[config.mk]
export PLATFORM = sky130hd
export DESIGN_NAME = cam_frame_capture
export DESIGN_NICKNAME = d
export VERILOG_FILES = /design/src/rtl/cam_pkg.sv /design/src/rtl/dvp_sync.sv /design/src/rtl/cam_frame_capture.sv
export SDC_FILE = /design/constraint.sdc
export NUM_CORES = 1
export LEC_CHECK = 0
export ABC_AREA = 1
export CAP_MARGIN = 20
export CORE_UTILIZATION = 40
export DETAILED_ROUTE_END_ITERATION = 7
export PLACE_DENSITY = 0.55
export SETUP_SLACK_MARGIN = 0.4
export SKIP_CTS_REPAIR_TIMING = 1
export SLEW_MARGIN = 20
export SYNTH_ARGS = -nofsm -noshare
export SYNTH_HDL_FRONTEND = slang
export SYNTH_HIERARCHICAL = 1
export SYNTH_SLANG_ARGS = --single-unit
[constraint.sdc]
create_clock -name clk -period 2.15 [get_ports clk]
set_input_delay 0.43 -clock clk [delete_from_list [all_inputs] [get_ports clk]]
set_output_delay 0.43 -clock clk [all_outputs]
set_load 0.02 [all_outputs]
[src/rtl/cam_pkg.sv]
// rtl/cam_pkg.sv - shared types, geometry constants and pixel reduction for the camera capture path
`timescale 1ns/1ps
package cam_pkg;

    localparam int SRC_W = 640;
    localparam int SRC_H = 480;
    localparam int IMG_W = 320;
    localparam int IMG_H = 240;

    typedef enum logic [1:0] {
        IDLE,
        ARMED,
        ACTIVE,
        DONE
    } cap_state_t;

    // Keep only the MSB of each RGB565 channel: R5[4], G6[5], B5[4]
    function automatic logic [2:0] rgb565_to_rgb3(input logic [15:0] px);
        return {px[15], px[10], px[4]};
    endfunction

endpackage

[src/rtl/dvp_sync.sv]
// rtl/dvp_sync.sv - two-flop synchronizers and edge detection for the DVP camera pins
`timescale 1ns/1ps
module dvp_sync (
    input  logic       clk,
    input  logic       reset_n,
    input  logic       cam_pclk,
    input  logic       cam_vsync,
    input  logic       cam_href,
    input  logic [7:0] cam_data,
    output logic       pe,
    output logic       href_fall,
    output logic       vs_rise,
    output logic       vs_fall,
    output logic       href,
    output logic [7:0] data
);

    // bit 0 = first sync flop, bit 1 = second sync flop, bit 2 = edge-detect history
    logic [2:0] r_pclk_sync;
    logic [2:0] r_vs_sync;
    logic [2:0] r_href_sync;
    logic [7:0] r_data_s1;
    logic [7:0] r_data_s2;

    // Synchronizer chains; the edge-detect stage is registered so every output lines up one cycle after sync2
    always_ff @(posedge clk or negedge reset_n) begin
        if (!reset_n) begin
            r_pclk_sync <= '0;
            r_vs_sync   <= '0;
            r_href_sync <= '0;
            r_data_s1   <= '0;
            r_data_s2   <= '0;
            pe          <= 1'b0;
            href_fall   <= 1'b0;
            vs_rise     <= 1'b0;
            vs_fall     <= 1'b0;
            href        <= 1'b0;
            data        <= '0;
        end else begin
            r_pclk_sync <= {r_pclk_sync[1:0], cam_pclk};
            r_vs_sync   <= {r_vs_sync[1:0], cam_vsync};
            r_href_sync <= {r_href_sync[1:0], cam_href};
            r_data_s1   <= cam_data;
            r_data_s2   <= r_data_s1;
            pe          <= r_pclk_sync[1] & ~r_pclk_sync[2];
            href_fall   <= ~r_href_sync[1] & r_href_sync[2];
            vs_rise     <= r_vs_sync[1] & ~r_vs_sync[2];
            vs_fall     <= ~r_vs_sync[1] & r_vs_sync[2];
            href        <= r_href_sync[1];
            data        <= r_data_s2;
        end
    end

endmodule

[src/rtl/cam_frame_capture.sv]
// rtl/cam_frame_capture.sv - DVP RGB565 capture, 2:1 decimation, 3-bit reduction, frame buffer writer
`timescale 1ns/1ps
module cam_frame_capture #(
    parameter int SRC_W  = cam_pkg::SRC_W,
    parameter int SRC_H  = cam_pkg::SRC_H,
    parameter int IMG_W  = cam_pkg::IMG_W,
    parameter int IMG_H  = cam_pkg::IMG_H,
    parameter int ADDR_W = 18
) (
    input  logic              clk,
    input  logic              reset_n,
    input  logic              cam_pclk,
    input  logic              cam_vsync,
    input  logic              cam_href,
    input  logic [7:0]        cam_data,
    input  logic              capture_en,
    output logic              wr_en,
    output logic [ADDR_W-1:0] wr_addr,
    output logic [2:0]        wr_data,
    output logic              frame_done,
    output logic              busy
);
    import cam_pkg::*;

    // One spare bit so the counters can saturate past the active area instead of wrapping into it
    localparam int CW = $clog2(SRC_W) + 1;
    localparam int RW = $clog2(SRC_H) + 1;
    localparam logic [CW-1:0]     COL_LIM  = CW'(SRC_W);
    localparam logic [CW-1:0]     COL_MAX  = '1;
    localparam logic [RW-1:0]     ROW_LIM  = RW'(SRC_H);
    localparam logic [RW-1:0]     ROW_MAX  = '1;
    localparam logic [RW-1:0]     BASE_END = RW'(IMG_H - 1);
    localparam logic [ADDR_W-1:0] LINE_INC = ADDR_W'(IMG_W);

    logic       w_pe;
    logic       w_href_fall;
    logic       w_vs_rise;
    logic       w_vs_fall;
    logic       w_href;
    logic [7:0] w_data;

    dvp_sync u_sync (
        .clk       (clk),
        .reset_n   (reset_n),
        .cam_pclk  (cam_pclk),
        .cam_vsync (cam_vsync),
        .cam_href  (cam_href),
        .cam_data  (cam_data),
        .pe        (w_pe),
        .href_fall (w_href_fall),
        .vs_rise   (w_vs_rise),
        .vs_fall   (w_vs_fall),
        .href      (w_href),
        .data      (w_data)
    );

    cap_state_t        r_state;
    cap_state_t        w_next;
    logic [CW-1:0]     r_col;
    logic [RW-1:0]     r_row;
    logic              r_phase;
    logic              r_seen;
    logic [7:0]        r_hi;
    logic [ADDR_W-1:0] r_line_base;
    logic              r_wr_en;
    logic [ADDR_W-1:0] r_wr_addr;
    logic [2:0]        r_wr_data;

    logic w_active;
    logic w_start;
    logic w_byte0;
    logic w_pix;
    logic w_line_end;
    logic w_wr_ok;

    assign w_active   = (r_state == ACTIVE);
    assign w_start    = (r_state == ARMED) && w_vs_fall;
    assign w_byte0    = w_active && w_pe && w_href && !r_phase;
    assign w_pix      = w_active && w_pe && w_href && r_phase;
    assign w_line_end = w_active && w_href_fall;
    assign w_wr_ok    = !r_col[0] && !r_row[0] && (r_col < COL_LIM) && (r_row < ROW_LIM);

    // State register
    always_ff @(posedge clk or negedge reset_n) begin
        if (!reset_n) begin
            r_state <= IDLE;
        end else begin
            r_state <= w_next;
        end
    end

    // Next-state: arm on enable, start on vsync fall, end on vsync rise, pulse DONE once
    always_comb begin
        w_next = r_state;
        case (r_state)
            IDLE:    if (capture_en) w_next = ARMED;
            ARMED:   if (w_vs_fall)  w_next = ACTIVE;
            ACTIVE:  if (w_vs_rise)  w_next = DONE;
            DONE:    w_next = capture_en ? ARMED : IDLE;
            default: w_next = IDLE;
        endcase
    end

    // Byte pairing, saturating row/col counters, line-base address tracking and the write register
    always_ff @(posedge clk or negedge reset_n) begin
        if (!reset_n) begin
            r_col       <= '0;
            r_row       <= '0;
            r_phase     <= 1'b0;
            r_seen      <= 1'b0;
            r_hi        <= '0;
            r_line_base <= '0;
            r_wr_en     <= 1'b0;
            r_wr_addr   <= '0;
            r_wr_data   <= '0;
        end else begin
            r_wr_en <= 1'b0;
            if (w_start) begin
                r_col       <= '0;
                r_row       <= '0;
                r_phase     <= 1'b0;
                r_seen      <= 1'b0;
                r_line_base <= '0;
            end else if (w_byte0) begin
                r_hi    <= w_data;
                r_phase <= 1'b1;
                r_seen  <= 1'b1;
            end else if (w_pix) begin
                r_phase <= 1'b0;
                if (r_col != COL_MAX) r_col <= r_col + CW'(1);
                if (w_wr_ok) begin
                    r_wr_en   <= 1'b1;
                    r_wr_addr <= r_line_base + ADDR_W'(r_col >> 1);
                    r_wr_data <= rgb565_to_rgb3({r_hi, w_data});
                end
            end else if (w_line_end) begin
                // A dangling odd byte is dropped here by forcing the phase back to the high byte
                r_col   <= '0;
                r_phase <= 1'b0;
                r_seen  <= 1'b0;
                if (r_seen) begin
                    if (r_row != ROW_MAX) r_row <= r_row + RW'(1);
                    // Stored row advances only when leaving an odd source row; stop at the last stored row
                    if (r_row[0] && ((r_row >> 1) < BASE_END)) r_line_base <= r_line_base + LINE_INC;
                end
            end
        end
    end

    assign wr_en      = r_wr_en;
    assign wr_addr    = r_wr_addr;
    assign wr_data    = r_wr_data;
    assign frame_done = (r_state == DONE);
    assign busy       = (r_state == ARMED) || (r_state == ACTIVE) || ((r_state == DONE) && capture_en);

endmodule

==> key figures, run 1 <==
Timing
  – Period utilization: 85.8%
  – RSZ-0062 raised after global routing: true
  – Max Slew Vio Count: 0
  – Fin. Hold Viols: 0
  – Final hold slack: 0.347 ns
  – Period minus WS final: 1.85 ns
  – Fin Clk Skew: 0.0124 ns
  – F_max: 542 MHz
  – Setup violations, final: 0

Global route
  – Met3 usage: 3.07%
  – First-pass GRT wire length: 16900 um
  – Busiest layer in global routing: met2
  – Initial antenna violation count: 0
  – Met1 Track Usage GR: 25.6%
  – Largest net degree at the start of global routing: 46
  – Vias in the first global route: 3553
  – Grt total ovfl: 0
  – GR Util met2: 28.5%
  – GRT Total Usage: 18.7%

Worst setup path
  – CP Max Fanout: 4
  – Required time of the worst setup path: 1.72 ns
  – Critical Path Source: r_state[0]$_DFFE_PN0P_
  – Crit Path Category: reg2out
  – Worst setup EP type: output port
  – Critical Path AT: 1.42 ns
  – Reg2Reg Launch Point: r_state[0]$_DFFE_PN0P_
  – Worst setup SP type: flip-flop

Placed design
  – Final HPWL DP: 7180 um
  – RePlAce Congestion: 0.862
  – IO Port Bufs: 32

Clocking
  – Worst-path clk slew: 0.06 ns
  – H-tree levels: 3
  – Worst skew pair latency: 0.35 ns
  – Total CTS buffers: 9
  – Cell chosen for the clock root: clkbuf_16
  – Bufs on Longest Clock Path: 2
  – Clock sink count: 83
  – TritonCTS clock tree: built

Pwr
  – Leakage dissipation: 3.07 nW
  – Pwr Density: 810 nW/um^2
  – Total power: 4.74 mW
  – VDD IR max: 0.719 mV

Hold path
  – Hold WC Path Type: reg2reg
  – Min-Delay Startpoint: u_sync/r_data_s1[7]$_DFF_PN0_

Run
  – MaxCap Viol Count: 0

Cells and area
  – Commonest non-fill, non-tap cell in the layout: nand2_1
  – Antenna cell count: 0
  – Layout cell share with drive strength beyond 1: 19.7%
  – Fin nets: 676
  – Layout area overhead: 29.6%
  – Most frequent cells in the layout: 176 x nand2_1, 81 x dfrtp_1, 69 x inv_1

Floorplan
  – Die width: 108 um
  – Io pins: 38
  – Chip height: 108 um
  – # rows: 38
  – Die ar.: 11700 um^2
  – Core Area: 10900 um^2
  – Initial core utilization: 41.3%

Synth
  – Post-Syn Area: 4520 um^2
  – Synthesized net count: 604
  – Synth Instances: 577
  – Avg Cell Area, Syn: 7.83 um^2
  – Ys Warns: 6

Detailed routing
  – Final WL: 10300 um
  – DR vias/cell: 4.88
  – Post-route ant nets: 0
  – Drt first-iter violations: 208
  – Initial DRT Pass Iterations: 4
  – DR WL/cell: 13.0 um
  – DRC viols: 0
  – Via Count: 3878

Run status
  – Status: completed
-- routing by layer --
layer  wire [um]  up-vias
met2        4640       77
li1            -     1974
met3         456       21
met1        4940     1806
met5           0        -
met4         293        0
-- power by group --
part           internal [mW]  total [mW]  switching (mW)
Clock                  0.824        1.48           0.659
Sequential              1.75        1.91           0.160
Combinational          0.603        1.35           0.744
Total                   3.18        4.74            1.56
-- registers in the layout, indices dropped and copies added, names as in the netlist, 3 cells and up --
register / count
u_sync/r_data_s1: 3
wr_addr: 18
u_sync/data: 3
u_sync/r_vs_sync: 3
wr_data: 3
u_sync/r_pclk_sync: 3
r_col: 11
r_line_base: 12
u_sync/r_data_s2: 3
r_row: 10
-- layout make-up --
class	count	area, um^2
Sequential cell	83	2080
Clock buffer	10	239
Inverter	76	294
Timing Repair Buffer	66	711
Clock inverter	6	47.5
Fill cell	1048	5080
Tap cell	140	175
Multi-Input combinational cell	413	2310
-- critical path: stages (launching register included) --
cell and delay [ns]:
dfrtp_1 0.40, inv_2 0.07, ha_1 0.28, inv_1 0.07, nand2_1 0.05, dlymetal6s2s_1 0.20
-- per-stage QoR --
stage	std cells	setup TNS [ns]	util, %	setup WS, ns	cell area [um^2]
after detailed placement	752	0	46.1	0.0892	5040
after CTS	768	-0.127	48.7	-0.127	5320
after global routing	794	0	53.5	0.252	5850
after floorplan	577	0	-	0.539	4520
after global placement	752	0	46.1	0.0827	5040
final	794	0	53.5	0.305	5850
-- path summary, 6_finish.rpt --
check	endpoint	slack (ns)	cells past startpoint
max in group asynchronous	r_state[1]$_DFFE_PN0P_	1.07	3
hold / removal	u_sync/r_data_s2[7]$_DFF_PN0_	0.35	0
setup reg to reg	r_line_base[6]$_DFFE_PN0P_	0.41	12
hold reg to reg	u_sync/r_data_s2[7]$_DFF_PN0_	0.35	0
setup / recovery	busy	0.30	5
min in group asynchronous	r_row[5]$_DFFE_PN0P_	0.48	2
Power figures use the tool's default switching activity.
==> run 2, diff against run 1 <==
--- a/config.mk
+++ b/config.mk
@@ -7,11 +7,15 @@
 export LEC_CHECK = 0
 export ABC_AREA = 1
 export CAP_MARGIN = 20
-export CORE_UTILIZATION = 40
+export CELL_PAD_IN_SITES_DETAIL_PLACEMENT = 1
+export CELL_PAD_IN_SITES_GLOBAL_PLACEMENT = 2
+export CORE_UTILIZATION = 36
 export DETAILED_ROUTE_END_ITERATION = 7
-export PLACE_DENSITY = 0.55
+export PLACE_DENSITY = 0.78
+export REMOVE_ABC_BUFFERS = 1
 export SETUP_SLACK_MARGIN = 0.4
 export SKIP_CTS_REPAIR_TIMING = 1
+export SKIP_LAST_GASP = 1
 export SLEW_MARGIN = 20
 export SYNTH_ARGS = -nofsm -noshare
 export SYNTH_HDL_FRONTEND = slang
==> run 2 against run 1 <==
Net effect: the run now ends with negative hold slack left; worst hold slack worse by 0.36 ns; critical path depth unchanged; maximum frequency down 1.8%; die area up 11%; core utilization down 3.8 points; via count up 2.0%; clock skew down 0.0062 ns; global-route usage up 0.30 points; combinational power up 9%; non-clock buffer count up 5; clock power up 12%; critical endpoint unchanged.
==> key figures, run 2 (same netlist as run 1, synthesis figures left out) <==
Run status
  – Status: complete, but fails checks
  – Failing checks: negative hold slack

Pwr
  – Total power: 5.04 mW
  – Leakage dissipation: 3.11 nW
  – Pwr Density: 837 nW/um^2
  – VDD IR max: 0.747 mV

Hold path
  – Hold WC Path Type: in2async

Cells and area
  – Fin nets: 677
  – Layout area overhead: 33.4%
  – Max FFs per register: 18
  – Antenna cell count: 0
  – Commonest non-fill, non-tap cell in the layout: nand2_1
  – Most frequent cells in the layout: 167 x nand2_1, 74 x dfrtp_1, 69 x inv_1
  – Layout cell share with drive strength beyond 1: 23.5%
  – Non-filler instance count after layout: 823

Detailed routing
  – Initial DRT Pass Iterations: 4
  – Post-route ant nets: 0
  – DR WL/cell: 14.7 um
  – DRC viols: 0
  – Drt first-iter violations: 156
  – Via Count: 3955
  – DR vias/cell: 4.81
  – Final WL: 12100 um

Worst setup path
  – R2R Path End: r_col[7]$_DFFE_PN0P_
  – Critical Path AT: 1.45 ns
  – Crit path capture: busy
  – Worst setup SP type: flip-flop
  – Critical Path Source: r_state[1]$_DFFE_PN0P_
  – Worst R2R Setup Slack: 0.31 ns
  – Required time of the worst setup path: 1.72 ns
  – Crit Path Category: reg2out
  – CP Max Fanout: 4
  – Reg2Reg Launch Point: r_state[1]$_DFFE_PN0P_
  – R2R depth: 13
  – Worst setup EP type: output port

Floorplan
  – # rows: 40
  – Initial core utilization: 37.3%
  – Chip height: 114 um
  – Core Area: 12100 um^2
  – Io pins: 38
  – Die width: 114 um
  – Die ar.: 13000 um^2

Timing
  – Max Slew Vio Count: 0
  – Final hold slack: -0.0169 ns
  – Setup violations, final: 0
  – Period minus WS final: 1.88 ns
  – Fin. Hold Viols: 22
  – F_max: 532 MHz
  – Final WS setup: 0.271 ns
  – Period utilization: 87.4%
  – Fin Clk Skew: 0.00618 ns
  – RSZ-0062 raised after global routing: true

Global route
  – Largest net degree at the start of global routing: 44
  – Vias in the first global route: 3901
  – Grt total ovfl: 0
  – Initial antenna violation count: 0
  – First-pass GRT wire length: 19200 um
  – GRT Total Usage: 19.0%

Clocking
  – Worst-path clk slew: 0.07 ns
  – Worst skew pair latency: 0.35 ns
  – TritonCTS clock tree: built
  – Bufs on Longest Clock Path: 2
  – H-tree levels: 3
  – Total CTS buffers: 9
  – Cell chosen for the clock root: clkbuf_16
  – Clock sink count: 83

Placed design
  – IO Port Bufs: 32
  – Dpl cells: 779
  – Place WS: 0.0723 ns
  – RePlAce Congestion: 0.810
  – Final HPWL DP: 8410 um

Run
  – MaxCap Viol Count: 0
-- run 2: critical path, cell delays in order, from the launching register on --
cell            delay (ns)
dfrtp_2               0.44
inv_2                 0.10
ha_1                  0.23
inv_1                 0.07
nand2_1               0.06
dlymetal6s2s_1        0.20
-- run 2: layer usage --
| layer | vias up | global-route usage, % | wire [um] |
|---|---|---|---|
| met5 | - | 0 | 0 |
| met4 | 0 | 4.16 | 114 |
| met3 | 11 | 4.94 | 348 |
| met2 | 42 | 33.0 | 6330 |
| met1 | 1930 | 23.8 | 5330 |
| li1 | 1972 | - | - |
-- run 2: stage by stage --
stage	utilization, %	setup TNS (ns)	instance area, um^2
detailed placement	41.9	0	5080
floorplan	-	0	4440
global route	49.7	0	6020
CTS	44.6	-0.189	5400
global placement	41.9	0	5080
finish	49.7	0	6020
-- run 2: area by class of cell --
type | instances | area, um^2
Clock buffer | 9 | 225
Clock inverter | 7 | 95.1
Fill cell | 1465 | 6090
Inverter | 76 | 297
Multi-Input combinational cell | 409 | 2310
Sequential cell | 83 | 2090
Tap cell | 168 | 210
Timing Repair Buffer | 71 | 801
-- run 2: how the worst min path moves through the flow --
stage                                          to
finish                     wr_data[0]$_DFFE_PN0P_
global route                      wr_en$_DFF_PN0_
CTS                        wr_data[0]$_DFFE_PN0P_
detailed placement  u_sync/r_data_s2[4]$_DFF_PN0_
global placement    u_sync/r_data_s2[4]$_DFF_PN0_
floorplan                    r_col[0]$_DFFE_PN0P_
-- run 2: power by group --
part / switching, mW / internal [mW]
sequential: 0.161 / 1.76
clock: 0.722 / 0.934
combinational: 0.807 / 0.661
total: 1.69 / 3.35
